--- src/rtl/fetch_pc_gen_pkg.sv ---
// Shared definitions for the instruction-fetch front end: widths, reset PC
// and the fetch state encoding.
package fetch_pc_gen_pkg;

  localparam int ADDR_WIDTH  = 32;
  localparam int INSTR_WIDTH = 32;

  localparam logic [ADDR_WIDTH-1:0] RESET_PC_DEFAULT = 32'h0000_0000;

  typedef enum logic [1:0] {
    ST_BOOT = 2'd0,
    ST_RUN  = 2'd1,
    ST_HALT = 2'd2
  } fetch_state_e;

endpackage

--- src/rtl/fetch_pc_gen_fifo.sv ---
// Small synchronous FIFO with flush and occupancy count. Used both for the
// {pc, instr} fetch buffer and for the queue of issued-but-unanswered PCs.
module fetch_fifo #(
  parameter int WIDTH = 64,
  parameter int DEPTH = 2
) (
  input  logic                     clk,
  input  logic                     rst_n,
  input  logic                     flush,
  input  logic                     push,
  input  logic [WIDTH-1:0]         push_data,
  input  logic                     pop,
  output logic [WIDTH-1:0]         head_data,
  output logic [$clog2(DEPTH):0]   count
);

  localparam int AW = $clog2(DEPTH);
  localparam int CW = AW + 1;

  logic [AW-1:0]    wr_ptr_q, wr_ptr_d;
  logic [AW-1:0]    rd_ptr_q, rd_ptr_d;
  logic [CW-1:0]    count_q,  count_d;
  logic [WIDTH-1:0] mem_q [DEPTH];

  // DEPTH is a power of two, so the pointers wrap on their own.
  always_comb begin
    wr_ptr_d = wr_ptr_q;
    rd_ptr_d = rd_ptr_q;
    count_d  = count_q;
    if (flush) begin
      wr_ptr_d = '0;
      rd_ptr_d = '0;
      count_d  = '0;
    end else begin
      if (push) wr_ptr_d = wr_ptr_q + AW'(1);
      if (pop)  rd_ptr_d = rd_ptr_q + AW'(1);
      case ({push, pop})
        2'b10:   count_d = count_q + CW'(1);
        2'b01:   count_d = count_q - CW'(1);
        default: ;
      endcase
    end
  end

  // NOTE: sequential state uses non-blocking assignments so every flop samples
  // pre-edge values regardless of block ordering.
  always_ff @(posedge clk or negedge rst_n) begin
    if (!rst_n) begin
      wr_ptr_q <= '0;
      rd_ptr_q <= '0;
      count_q  <= '0;
    end else begin
      wr_ptr_q <= wr_ptr_d;
      rd_ptr_q <= rd_ptr_d;
      count_q  <= count_d;
    end
  end

  // NOTE: the storage array has no reset; validity is carried by count_q, and
  // leaving it unreset lets it map onto plain flops or RAM without reset muxes.
  always_ff @(posedge clk) begin
    if (push && !flush) mem_q[wr_ptr_q] <= push_data;
  end

  assign head_data = mem_q[rd_ptr_q];
  assign count     = count_q;

endmodule

--- src/rtl/fetch_pc_gen.sv ---
// Instruction-fetch PC generator: issues word-addressed fetches under a credit
// limit, buffers in-order responses and handles aligned/misaligned redirects.
module fetch_pc_gen
  import fetch_pc_gen_pkg::*;
#(
  parameter int                ADDR_W    = ADDR_WIDTH,
  parameter int                DATA_W    = INSTR_WIDTH,
  parameter int                BUF_DEPTH = 2,
  parameter logic [ADDR_W-1:0] RESET_PC  = RESET_PC_DEFAULT
) (
  input  logic              clk,
  input  logic              rst_n,
  input  logic              redirect_valid,
  input  logic [ADDR_W-1:0] redirect_pc,
  output logic              imem_req,
  output logic [ADDR_W-3:0] imem_addr,
  input  logic              imem_gnt,
  input  logic              imem_rvalid,
  input  logic [DATA_W-1:0] imem_rdata,
  output logic              if_valid,
  input  logic              if_ready,
  output logic [ADDR_W-1:0] if_pc,
  output logic [DATA_W-1:0] if_instr,
  output logic              misalign_err
);

  localparam int CW = $clog2(BUF_DEPTH) + 1;

  fetch_state_e      state_q, state_d;
  logic [ADDR_W-1:0] pc_q, pc_d;
  logic [CW-1:0]     kill_q, kill_d;

  logic [CW-1:0]     outstanding;
  logic [CW-1:0]     fifo_count;
  logic [CW:0]       credits_used;
  logic [ADDR_W-1:0] rsp_pc;
  logic [ADDR_W-1:0] head_pc;
  logic [DATA_W-1:0] head_instr;
  logic              redirect_act;
  logic              issue;
  logic              buf_push;
  logic              buf_pop;

  assign redirect_act = redirect_valid && (state_q != ST_BOOT);
  assign credits_used = {1'b0, outstanding} + {1'b0, fifo_count};
  assign issue        = imem_req && imem_gnt;
  assign buf_push     = imem_rvalid && (kill_q == '0) && !redirect_act;
  assign buf_pop      = if_valid && if_ready && !redirect_act;

  always_comb begin
    state_d  = state_q;
    pc_d     = pc_q;
    kill_d   = kill_q;
    imem_req = 1'b0;

    if (imem_rvalid && kill_q != '0) kill_d = kill_q - CW'(1);

    case (state_q)
      ST_BOOT: state_d = ST_RUN;
      ST_RUN: begin
        imem_req = !redirect_valid && (credits_used < (CW+1)'(BUF_DEPTH));
        if (imem_req && imem_gnt) pc_d = pc_q + ADDR_W'(4);
      end
      default: ;
    endcase

    // Every response still in flight belongs to the abandoned path; one
    // arriving this cycle is already being discarded.
    if (redirect_act) begin
      kill_d  = outstanding - (imem_rvalid ? CW'(1) : CW'(0));
      pc_d    = {redirect_pc[ADDR_W-1:2], 2'b00};
      state_d = (redirect_pc[1:0] == 2'b00) ? ST_RUN : ST_HALT;
    end
  end

  always_ff @(posedge clk or negedge rst_n) begin
    if (!rst_n) begin
      state_q <= ST_BOOT;
      pc_q    <= RESET_PC;
      kill_q  <= '0;
    end else begin
      state_q <= state_d;
      pc_q    <= pc_d;
      kill_q  <= kill_d;
    end
  end

  fetch_fifo #(
    .WIDTH (ADDR_W),
    .DEPTH (BUF_DEPTH)
  ) u_inflight (
    .clk       (clk),
    .rst_n     (rst_n),
    .flush     (1'b0),
    .push      (issue),
    .push_data (pc_q),
    .pop       (imem_rvalid),
    .head_data (rsp_pc),
    .count     (outstanding)
  );

  fetch_fifo #(
    .WIDTH (ADDR_W + DATA_W),
    .DEPTH (BUF_DEPTH)
  ) u_buf (
    .clk       (clk),
    .rst_n     (rst_n),
    .flush     (redirect_act),
    .push      (buf_push),
    .push_data ({rsp_pc, imem_rdata}),
    .pop       (buf_pop),
    .head_data ({head_pc, head_instr}),
    .count     (fifo_count)
  );

  assign imem_addr    = pc_q[ADDR_W-1:2];
  assign if_valid     = (fifo_count != '0);
  assign if_pc        = if_valid ? head_pc : '0;
  assign if_instr     = if_valid ? head_instr : '0;
  assign misalign_err = (state_q == ST_HALT);

endmodule

--- config.mk ---
export PLATFORM = sky130hd
export DESIGN_NAME = fetch_pc_gen
export DESIGN_NICKNAME = d
export VERILOG_FILES = /design/src/rtl/fetch_pc_gen_pkg.sv /design/src/rtl/fetch_pc_gen_fifo.sv /design/src/rtl/fetch_pc_gen.sv
export SDC_FILE = /design/constraint.sdc
export NUM_CORES = 1
export LEC_CHECK = 0
export ABC_AREA = 1
export BUFFER_PORTS_ARGS = -buffer_cell sky130_fd_sc_hd__buf_2
export CAP_MARGIN = 10
export CORE_MARGIN = 4
export CORE_UTILIZATION = 56
export CTS_BUF_LIST = sky130_fd_sc_hd__clkbuf_16
export CTS_CLUSTER_SIZE = 30
export DETAILED_ROUTE_END_ITERATION = 10
export GPL_TIMING_DRIVEN = 0
export HOLD_SLACK_MARGIN = 0.12
export PLACE_DENSITY = 0.76
export SETUP_SLACK_MARGIN = 0.3
export SYNTH_ARGS = -nofsm -noshare
export SYNTH_HDL_FRONTEND = slang
export SYNTH_SLANG_ARGS = --single-unit
--- constraint.sdc ---
create_clock -name clk -period 5.6 [get_ports clk]
set_input_delay 1.12 -clock clk [delete_from_list [all_inputs] [get_ports clk]]
set_output_delay 1.12 -clock clk [all_outputs]
set_load 0.05 [all_outputs]
== Word level (Yosys, flattened, before mapping) ==
Memory sizes are Yosys's and may differ from the RTL's.
Index checks and enable logic that the tools add are counted.

* Bits in registers: 44
* Bits in writable memories: 192
* Bits of input ports: 70
* Word-level logic and storage cells: 80
* Memories kept: 2

{| class="wikitable"
|+ Memories
! name !! words !! bits a word !! read ports !! clocked after memory_dff !! write ports !! RTL line !! text
|-
| u_buf.mem_q || 2 || 64 || 1 || 0 || 1 || fetch_pc_gen_fifo.sv:23 || <nowiki>logic [WIDTH-1:0] mem_q [DEPTH];</nowiki>
|-
| u_inflight.mem_q || 2 || 32 || 1 || 0 || 1 || fetch_pc_gen_fifo.sv:23 ||
|}

* $add $sub $neg: 12
* $lt $le $gt $ge: 1
* Eq/ne operators: 6
* Multiplexer cells: 23
* Reduce and logical (&&, ||, !) cells: 27

{| class="wikitable"
|+ Operator list
! kind !! number
|-
| $mux W32 || 5
|-
| $add A32 B3 Y32 const B || 1
|-
| $reduce_bool A2 Y1 || 10
|-
| $mux W2 || 6
|-
| $logic_and A1 B1 Y1 || 10
|-
| $mux W1 || 10
|-
| $pmux W2 S2 || 2
|-
| $eq A2 B1 Y1 const B || 3
|-
| $eq A2 B2 Y1 const B || 3
|-
| $logic_not A2 Y1 || 3
|-
| $sub A2 B1 Y2 const B || 3
|-
| $add A1 B1 Y1 const B || 4
|-
| $add A2 B1 Y2 const B || 2
|-
| $add A2 B2 Y3 || 1
|-
| $lt A3 B2 Y1 const B || 1
|-
| $reduce_bool A3 Y1 || 1
|-
| $logic_not A1 Y1 || 2
|-
| $reduce_and A2 Y1 || 1
|-
| $sub A2 B1 Y2 || 1
|}

== Logic depth before layout (Yosys ltp) ==
Gate-level depths: netlist (run 1).

* Word-level depth: 7
* Gate-level depth with buffers: 12

== By module ==
A second synthesis (run 1) with hierarchy kept.

* Cells, all modules: 864
* Area, all modules: 10,573.9 µm²

{| class="wikitable"
|+ By module, submodules not included
! module !! times used !! cells each !! area an instance (µm²) !! seq. area each (µm²)
|-
| fetch_fifo at u_buf || 1 || 228 || 4,979.8 || 3,943.8
|-
| fetch_pc_gen || 1 || 507 || 2,929.1 || 850.8
|-
| fetch_fifo at u_inflight || 1 || 129 || 2,665.1 || 2,021.9
|}

== Worst setup path after synthesis (run 1) ==
Ideal clock, no wire load.

* Path type: input to register
* Start point: input redirect_valid
* End point: memory u_buf.mem_q[0][0] (enable)
* Setup time: 483 ps
* Data arrival time: 4,067 ps
* Required time: 5,117 ps
* Slack: 1,049 ps
* Stages on the path: 4
* Path buffers: 1
* Path through: o21ai_4 buf_4 nand2_1 nor2_1

* Cells in the longest elaborated chain, start to end: 6

{| class="wikitable"
|+ Ends and longest elaborated chain
! element !! RTL line !! text
|-
| start, declared || fetch_pc_gen.sv:13 || <nowiki>input logic redirect_valid,</nowiki>
|-
| $logic_and A1 B1 Y1 * || fetch_pc_gen.sv:44 || <nowiki>assign redirect_act = redirect_valid && (state_q != ST_BOOT);</nowiki>
|-
| $logic_not A1 Y1 * || fetch_pc_gen_fifo.sv:62, fetch_pc_gen.sv:47 ||
|-
| $logic_and A1 B1 Y1 || fetch_pc_gen.sv:47 || <nowiki>assign buf_push = imem_rvalid && (kill_q == '0) && !redirect_act;</nowiki>
|-
| $logic_and A1 B1 Y1 * || fetch_pc_gen_fifo.sv:62 || <nowiki>if (push && !flush) mem_q[wr_ptr_q] <= push_data;</nowiki>
|-
| $mux W1 * || fetch_pc_gen_fifo.sv:62 ||
|-
| $mux W1 (not written as such) * || fetch_pc_gen_fifo.sv:62 ||
|-
| end, declared || fetch_pc_gen_fifo.sv:23 ||
|}

Every way passes the cells marked *; elsewhere a longest branch is shown, timed or not.

== Final worst setup path (run 1) ==
* Start point: register u_buf.rd_ptr_q
* End point: output if_instr[27]

* Cells in the longest elaborated chain, start to end: 2

{| class="wikitable"
|+ Ends and longest elaborated chain
! element !! RTL line !! text
|-
| start, declared || fetch_pc_gen_fifo.sv:21 || <nowiki>logic [AW-1:0] rd_ptr_q, rd_ptr_d;</nowiki>
|-
| start signal, assigned || fetch_pc_gen_fifo.sv:54 || <nowiki>rd_ptr_q <= rd_ptr_d;</nowiki>
|-
| $mem_v2 Z2 W64 || - ||
|-
| $mux W32 || fetch_pc_gen.sv:119 || <nowiki>assign if_instr = if_valid ? head_instr : '0;</nowiki>
|-
| end, declared || fetch_pc_gen.sv:23 || <nowiki>output logic [DATA_W-1:0] if_instr,</nowiki>
|}

Every way passes these cells.

==> results of run 1 <==
-- where the power goes --
group | total, mW | internal (mW) | switching (mW) | leakage, nW
Combinational | 2.46 | 0.589 | 1.87 | 2.23
Sequential | 2.32 | 2.11 | 0.211 | 2.16
Clock | 1.50 | 0.889 | 0.607 | 0.377
-- routing by layer --
metal  share of wire (%)  track usage, %
met1                  43            31.0
met2                  48            37.0
met3                 7.4            2.92
met4                 1.8            5.92
met5                   0               0
-- worst register-to-register path: cells and delay by family, from the launching register on --
kind	cells	cell delay (ns)
DFF	1	0.43
buffers and inverters	2	0.31
and+or+nand+nor	6	1.37
adders and majority gates	1	0.44
-- path summary, 6_finish.rpt --
kind                                                end           startpoint  cells after the start
worst max-delay path                       if_instr[27]       u_buf.rd_ptr_q                      6
worst min-delay path                          kill_q[1]            kill_q[1]                      2
worst max register to register  u_inflight.mem_q[0][14]  u_inflight.count[0]                      9
worst min register to register                kill_q[1]            kill_q[1]                      2
max in group asynchronous                    state_q[1]                rst_n                      1
min in group asynchronous                      pc_q[28]                rst_n                      1
-- area by class of cell --
cell class,count,area [um^2]
sequential,226,6580
fill,1226,5120
multi-input combinational,571,2840
timing repair buffer,168,916
clock buffer,23,576
tap,220,275
buffer,37,189
clock inverter,19,171
inverter,43,161
-- flip-flops by register name, indices dropped and copies added (netlist names) --
signal               count
kill_q                   2
u_buf.rd_ptr_q           1
u_inflight.wr_ptr_q      1
state_q                  2
pc_q                    30
u_buf.mem_q            124
u_buf.wr_ptr_q           1
u_inflight.mem_q        60
u_inflight.rd_ptr_q      1
u_buf.count              2
u_inflight.count         2
-- per-stage QoR --
stage / utilization [%] / setup slack, ns
3_5_place_dp: 65.1 / 2.47
2_1_floorplan: - / 1.05
6_report: 69.6 / 2.01
5_1_grt: 69.6 / 1.79
4_1_cts: 69.6 / 1.97
3_3_place_gp: 64.4 / -0.558
-- cell families after synthesis --
kind of cell / after synthesis / synth area share, %
AO/OA/AOI/OAI: 104 / 5.86
XOR/XNOR: 9 / 0.810
adder cells (fa/ha/maj): 5 / 0.720
buffers and inverters: 80 / 3.60
flip-flops: 226 / 67.6
multiplexers: 30 / 3.47
other: 1 / 0.0385
AND/OR/NAND/NOR: 421 / 17.9
-- cell usage in the layout (no fill, tap or decap), types with 3 or more instances in the layout --
master,instances
sky130_fd_sc_hd__nor2_2,6
sky130_fd_sc_hd__buf_4,4
sky130_fd_sc_hd__nand2_1,291
sky130_fd_sc_hd__ha_1,4
sky130_fd_sc_hd__o21ai_1,3
sky130_fd_sc_hd__bufinv_16,3
sky130_fd_sc_hd__nor3_1,6
sky130_fd_sc_hd__nand3_1,35
sky130_fd_sc_hd__dfrtp_1,42
sky130_fd_sc_hd__clkbuf_1,19
sky130_fd_sc_hd__edfxtp_1,184
sky130_fd_sc_hd__xor2_1,5
sky130_fd_sc_hd__nor2_4,9
sky130_fd_sc_hd__nand4_1,3
sky130_fd_sc_hd__inv_1,44
sky130_fd_sc_hd__mux2_2,30
sky130_fd_sc_hd__xnor2_1,4
sky130_fd_sc_hd__a21oi_1,70
sky130_fd_sc_hd__nand2_2,3
sky130_fd_sc_hd__buf_6,3
sky130_fd_sc_hd__o21ai_0,17
sky130_fd_sc_hd__clkinv_1,4
sky130_fd_sc_hd__buf_2,174
sky130_fd_sc_hd__clkinv_2,5
sky130_fd_sc_hd__nor2_1,60
sky130_fd_sc_hd__clkbuf_16,23
==> run summary, run 1 <==
- transition at the pin with the smallest max-transition slack: 1.02 ns
- share of flip-flops with an asynchronous set or reset after synthesis: 18.6%
- half-perimeter wire length after placement: 15.0 mm
- maximum number of pins on one net before global-route repair: 43
- die extent in x: 140 um
- total chip power: 6.27 mW
- Arr. time, crit path: 2.47 ns
- Via density: 5.36
- most common cell in the netlist: sky130_fd_sc_hd__nand2_1
- Chip Height: 140 um
- antenna violations before repair: 0
- Peak supply drop: 0.000320 V
- number of buffers added for setup after CTS: 0
- unrepaired setup endpoints after global routing: false
- effective utilization at floorplan: 57.8%
- CP Data Required Time: 4.48 ns
- sum of negative setup slack: 0 ns
- IO Pins: 167
- number of max-slew violations in the final report: 0
- gate count of the mapped netlist: 876
- row cnt: 47
- number of H-tree levels: 1
- HP Class: register to register
- Routed Wire Length: 21.9 mm
- Netlist cell types: 42
- count of cells resized by post-cts repair: 0
- first-pass iteration count of the detailed router: 5
- Placed Area: 11000 um^2
- run status: finished clean
- clock tree from TritonCTS: built
- Clock Latency Late Sink: 0.50 ns
- leakage power: 4.77 nW
- number of hold violations in the final report: 0
- number of buffers and inverters on the critical path: 4
- kind of cell adding the most delay to the critical path: buffers and inverters
- highest net fanout along the worst path: 10
- capturing element type of the critical path: primary output
- via count of the first global-routing pass: 6841
- most frequent cell on the critical path: sky130_fd_sc_hd__clkbuf_1
- Die Footprint: 19500 um^2
- diodes inserted: 0
- kind of critical path: register to primary output
- main area contributors after synthesis: sky130_fd_sc_hd__edfxtp_1, sky130_fd_sc_hd__nand2_1, sky130_fd_sc_hd__dfrtp_1, sky130_fd_sc_hd__a21oi_1, sky130_fd_sc_hd__mux2_2
- Synth top area share: 56.8%
- DRC: 0
- wire length of the first global-routing pass: 35.0 mm
- final setup vio count: 0
- core footprint: 16800 um^2
- number of clock sinks seen by CTS: 226
- final period demand of the worst path: 3.59 ns
- number of buffers between clock root and the deepest sink: 3
- GP Congestion: 0.859
- placed instance count: 1265
- synthesized flop and latch total: 226
- Root Buffer: sky130_fd_sc_hd__clkbuf_16
- setup slack of the worst register-to-register path: 2.65 ns
- maximum frequency from static timing analysis: 0.279 GHz
- number of synthesized flops with an enable pin: 184
- 1st-iter DRT viols: 493
- library cell occupying the most area in the post-synthesis netlist: sky130_fd_sc_hd__edfxtp_1
- TritonCTS buffer count: 23
- relative max-transition margin: 32.1%
- Routed wire per std cell: 16.7 um
- chain of cells forming the critical path: clkbuf_1 -> inv_2 -> clkbuf_1 -> nand2_1 -> a21oi_1 -> buf_2
- number of warnings printed during yosys synthesis: 0
- hold buffer count at CTS: 0
- slowest CP cell: sky130_fd_sc_hd__clkbuf_1
- Non-Filler Cell Area, Final: 11700 um^2
- CTS clock-pin slew for the worst setup and hold paths: 0.06 ns
- Hold WS: 0.512 ns
- sequential fraction of the synthesis area: 67.6%
- global-route usage over all layers: 22.2%
- Congestion Overflow GR: 0
- synthesis-to-layout area growth: 20.3%
- Vias: 7001
- Post-Syn Area: 9730 um^2
- Post-synth top cells: sky130_fd_sc_hd__nand2_1, sky130_fd_sc_hd__edfxtp_1, sky130_fd_sc_hd__a21oi_1
- average size of a mapped cell: 11.1 um^2
- quantity of I/O buffers inserted on ports: 164
- Top FF cell, synth: sky130_fd_sc_hd__edfxtp_1
- fraction of layout cells with a size suffix above 1: 25.6%
- non-filler instance count after layout: 1307
- power density over cell area: 536 nW/um^2
- final worst clock skew: 0.0156 ns
- Final ANT Viol Nets: 0
- max_cap viols: 0
- final worst-path cycle share: 64.1%
- Post-layout nets: 1145
- worst stage delay on the critical path: 0.51 ns
- type of element launching the critical path: register
(Power assumes the default switching activity.)
==> inputs of run 2 (changes only) <==
==> constraint.sdc (replaced) <==
create_clock -name clk -period 3.4 [get_ports clk]
set_input_delay 0.68 -clock clk [delete_from_list [all_inputs] [get_ports clk]]
set_output_delay 0.68 -clock clk [all_outputs]
set_load 0.05 [all_outputs]
==> run 2 against run 1 <==
Routed wire length is 1.9% lower. Combinational power is 64% higher. Core utilization is 0.16 points higher. Sequential power is 64% higher. Total power is 65% higher. Sequential share of layout area is 0.13 points lower. Final area is 0.24% higher. Critical endpoint is now if_pc[28].
==> run summary, run 2 (synthesized netlist as in run 1, its figures left out) <==
- run status: finished clean
- Final Worst Setup Slack: 0.446 ns, -1.57 ns
- Crit Reg-Reg Startpoint: u_inflight.count[0]
- diodes inserted: 0, unchanged
- GP Congestion: 0.858, about the same
- synthesis-to-layout area growth: 20.6%
- Routed wire per std cell: 16.4 um, -1.9%
- met1 routing resource usage after global routing: 30.3%, -0.75 points
- fraction of power consumed by combinational cells: 39.0%, -0.2 points
- max_cap viols: 0, unchanged
- number of buffers between clock root and the deepest sink: 3, unchanged
- Final ANT Viol Nets: 0, unchanged
- capturing element type of the critical path: primary output
- maximum frequency from static timing analysis: 0.339 GHz
- Via density: 5.27, -1.5%
- effective utilization at floorplan: 57.8%, unchanged
- relative max-transition margin: 34.1%, +2.0 points
- routing layer with the top usage in global route: met2
- leakage power: 4.81 nW, +0.80%
- Reg power frac: 36.7%, -0.2 points
- most frequent standard cell in the layout excluding fill and tap cells: sky130_fd_sc_hd__nand2_1
- CP Launch Point: u_buf.count[1]
- total chip power: 10.4 mW, +65%
- core footprint: 16800 um^2, unchanged
- FF-to-FF End: u_inflight.mem_q[1][30]
- number of buffers added for setup after CTS: 0, unchanged
- quantity of I/O buffers inserted on ports: 164, unchanged
- largest register by flop count: u_buf.mem_q
- clock tree from TritonCTS: built
- die extent in x: 140 um, unchanged
- setup slack of the worst register-to-register path: 0.50 ns, -2.15 ns
- Die Footprint: 19500 um^2, unchanged
- Clock Latency Late Sink: 0.50 ns, about the same
- HP Class: input pin to async pin
- number of max-slew violations in the final report: 0, unchanged
- Arr. time, crit path: 2.27 ns, -0.20 ns
- number of H-tree levels: 1, unchanged
- Vias: 6889, -1.6%
- IO Pins: 167, unchanged
- worst slack after detailed placement: 0.477 ns, -1.99 ns
- leading cell types in the layout, fill and taps excluded: sky130_fd_sc_hd__nand2_1, sky130_fd_sc_hd__edfxtp_1, sky130_fd_sc_hd__buf_2
- Internal Pwr Total: 5.98 mW, +67%
- Chip Height: 140 um, unchanged
- unrepaired setup endpoints after global routing: true
- antenna violations before repair: 0, unchanged
- part of the power in the clock network: 24.3%, +0.4 points
- final worst-path cycle share: 86.9%
- wire length of the first global-routing pass: 33.8 mm, -3.4%
- path depth of the worst reg2reg path: 9, unchanged
- fraction of layout cells with a size suffix above 1: 26.1%, +0.48 points
- maximum number of pins on one net before global-route repair: 43, unchanged
- kind of critical path: register to primary output
- final worst clock skew: 0.0109 ns, -0.00471 ns
- DRC: 0, unchanged
- placed instance count: 1265, unchanged
- largest registers ranked by flip-flop count: u_buf.mem_q: 124 flops, u_inflight.mem_q: 60 flops, pc_q: 30 flops
- non-filler instance count after layout: 1306, -0.077%
- switching power as a share of total power: 42.3%, -0.58 points
- hold buffer count at CTS: 0, unchanged
- number of flip-flops in the largest register: 124, unchanged
- half-perimeter wire length after placement: 14.7 mm, -2.1%
- power density over cell area: 883 nW/um^2, +65%
- Congestion Overflow GR: 0, unchanged
- Root Buffer: sky130_fd_sc_hd__clkbuf_16
- CTS clock-pin slew for the worst setup and hold paths: 0.06 ns, about the same
- met3 capacity usage during global routing: 3.84%, +0.93 points
- final period demand of the worst path: 2.95 ns
- fillers: 1224, -0.16%
- highest net fanout along the worst path: 10, unchanged
- number of hold violations in the final report: 0, unchanged
- Routed Wire Length: 21.4 mm, -1.9%
- Post-layout nets: 1145, unchanged
- first-pass iteration count of the detailed router: 5, unchanged
- net switching component of the power: 4.38 mW, +63%
- CP Data Required Time: 2.72 ns, -1.76 ns
- M2 GR Usage: 35.6%, -1.5 points
- via count of the first global-routing pass: 6529, -4.6%
- type of element launching the critical path: register
- row cnt: 47, unchanged
- 1st-iter DRT viols: 435, -12%
- final setup vio count: 0, unchanged
- transition at the pin with the smallest max-transition slack: 0.988 ns, -0.0298 ns
- number of clock sinks seen by CTS: 226, unchanged
- global-route usage over all layers: 21.6%, -0.59 points
- Peak supply drop: 0.000564 V, +76%
- TritonCTS buffer count: 23, unchanged
run 2: cell count changes in the layout (fill, tap and decap cells not counted):
| cell | change |
|---|---|
| sky130_fd_sc_hd__buf_1 | +1 |
| sky130_fd_sc_hd__bufinv_16 | +1 |
| sky130_fd_sc_hd__clkbuf_1 | -8 |
| sky130_fd_sc_hd__clkbuf_2 | +7 |
| sky130_fd_sc_hd__clkinv_1 | -2 |
| sky130_fd_sc_hd__clkinv_2 | -2 |
| sky130_fd_sc_hd__clkinv_4 | +1 |
| sky130_fd_sc_hd__clkinvlp_2 | -1 |
| sky130_fd_sc_hd__inv_1 | +3 |
| sky130_fd_sc_hd__inv_6 | -1 |
run 2: final cells by class:
type                       count  area, um^2  area share [%]
clock buffer                  23         576            4.91
tap                          220         275            2.35
multi-input combinational    571        2840            24.2
inverter                      43         161            1.38
timing repair buffer         168         916            7.81
sequential                   226        6580            56.1
clock inverter                18         190            1.62
buffer                        37         198            1.69
run 2: stage by stage:
| step | utilization [%] | instance area, um^2 | hold WS [ns] | TNS (ns) |
|---|---|---|---|---|
| 2_1_floorplan | - | 9740 | 0.384 | -19.36 |
| 5_1_grt | 69.7 | 11700 | 0.349 | 0 |
| 4_1_cts | 69.7 | 11700 | 0.353 | 0 |
| 6_report | 69.7 | 11700 | 0.342 | 0 |
| 3_3_place_gp | 64.4 | 10800 | 0.500 | -134.19 |
| 3_5_place_dp | 65.1 | 11000 | 0.494 | 0 |
run 2: power by group through the flow:
stage               sequential [mW]  clock (mW)  combinational [mW]
global placement               3.84           0                3.95
detailed placement             3.85           0                4.04
floorplan                      4.11           0                2.68
global route                   3.85        2.69                4.34
CTS                            3.80        2.55                4.06
finish                         3.80        2.51                4.04
run 2: critical path, cell delays in order (launching register included):
cell and delay, ns:
sky130_fd_sc_hd__dfrtp_1 0.43, sky130_fd_sc_hd__nor2_2 0.50, sky130_fd_sc_hd__clkbuf_1 0.47, sky130_fd_sc_hd__a21oi_1 0.12
sky130_fd_sc_hd__buf_2 0.24
run 2: worst max path at each step:
| stage | cells after the start | slack (ns) | endpoint |
|---|---|---|---|
| after floorplan | 9 | -0.32 | u_inflight.mem_q[0][10] |
| after global placement | 9 | -0.75 | u_inflight.mem_q[1][27] |
| after detailed placement | 9 | 0.48 | u_inflight.mem_q[0][24] |
| after CTS | 6 | 0.31 | if_instr[15] |
| after global routing | 9 | 0.29 | u_inflight.mem_q[1][15] |
| final | 4 | 0.45 | if_pc[28] |
run 2: what timing repair did:
action | CTS | global route
resized for setup | 5 | 5
endpoints found under the setup margin | 23 | 63
endpoints found under the hold margin | 0 | 0
run 2: layer usage:
| metal | routed length [um] | vias to the layer above |
|---|---|---|
| li1 | - | 3371 |
| met2 | 10300 | 298 |
| met4 | 316 | 0 |
| met1 | 8950 | 3189 |
| met3 | 1840 | 31 |
| met5 | 0 | - |
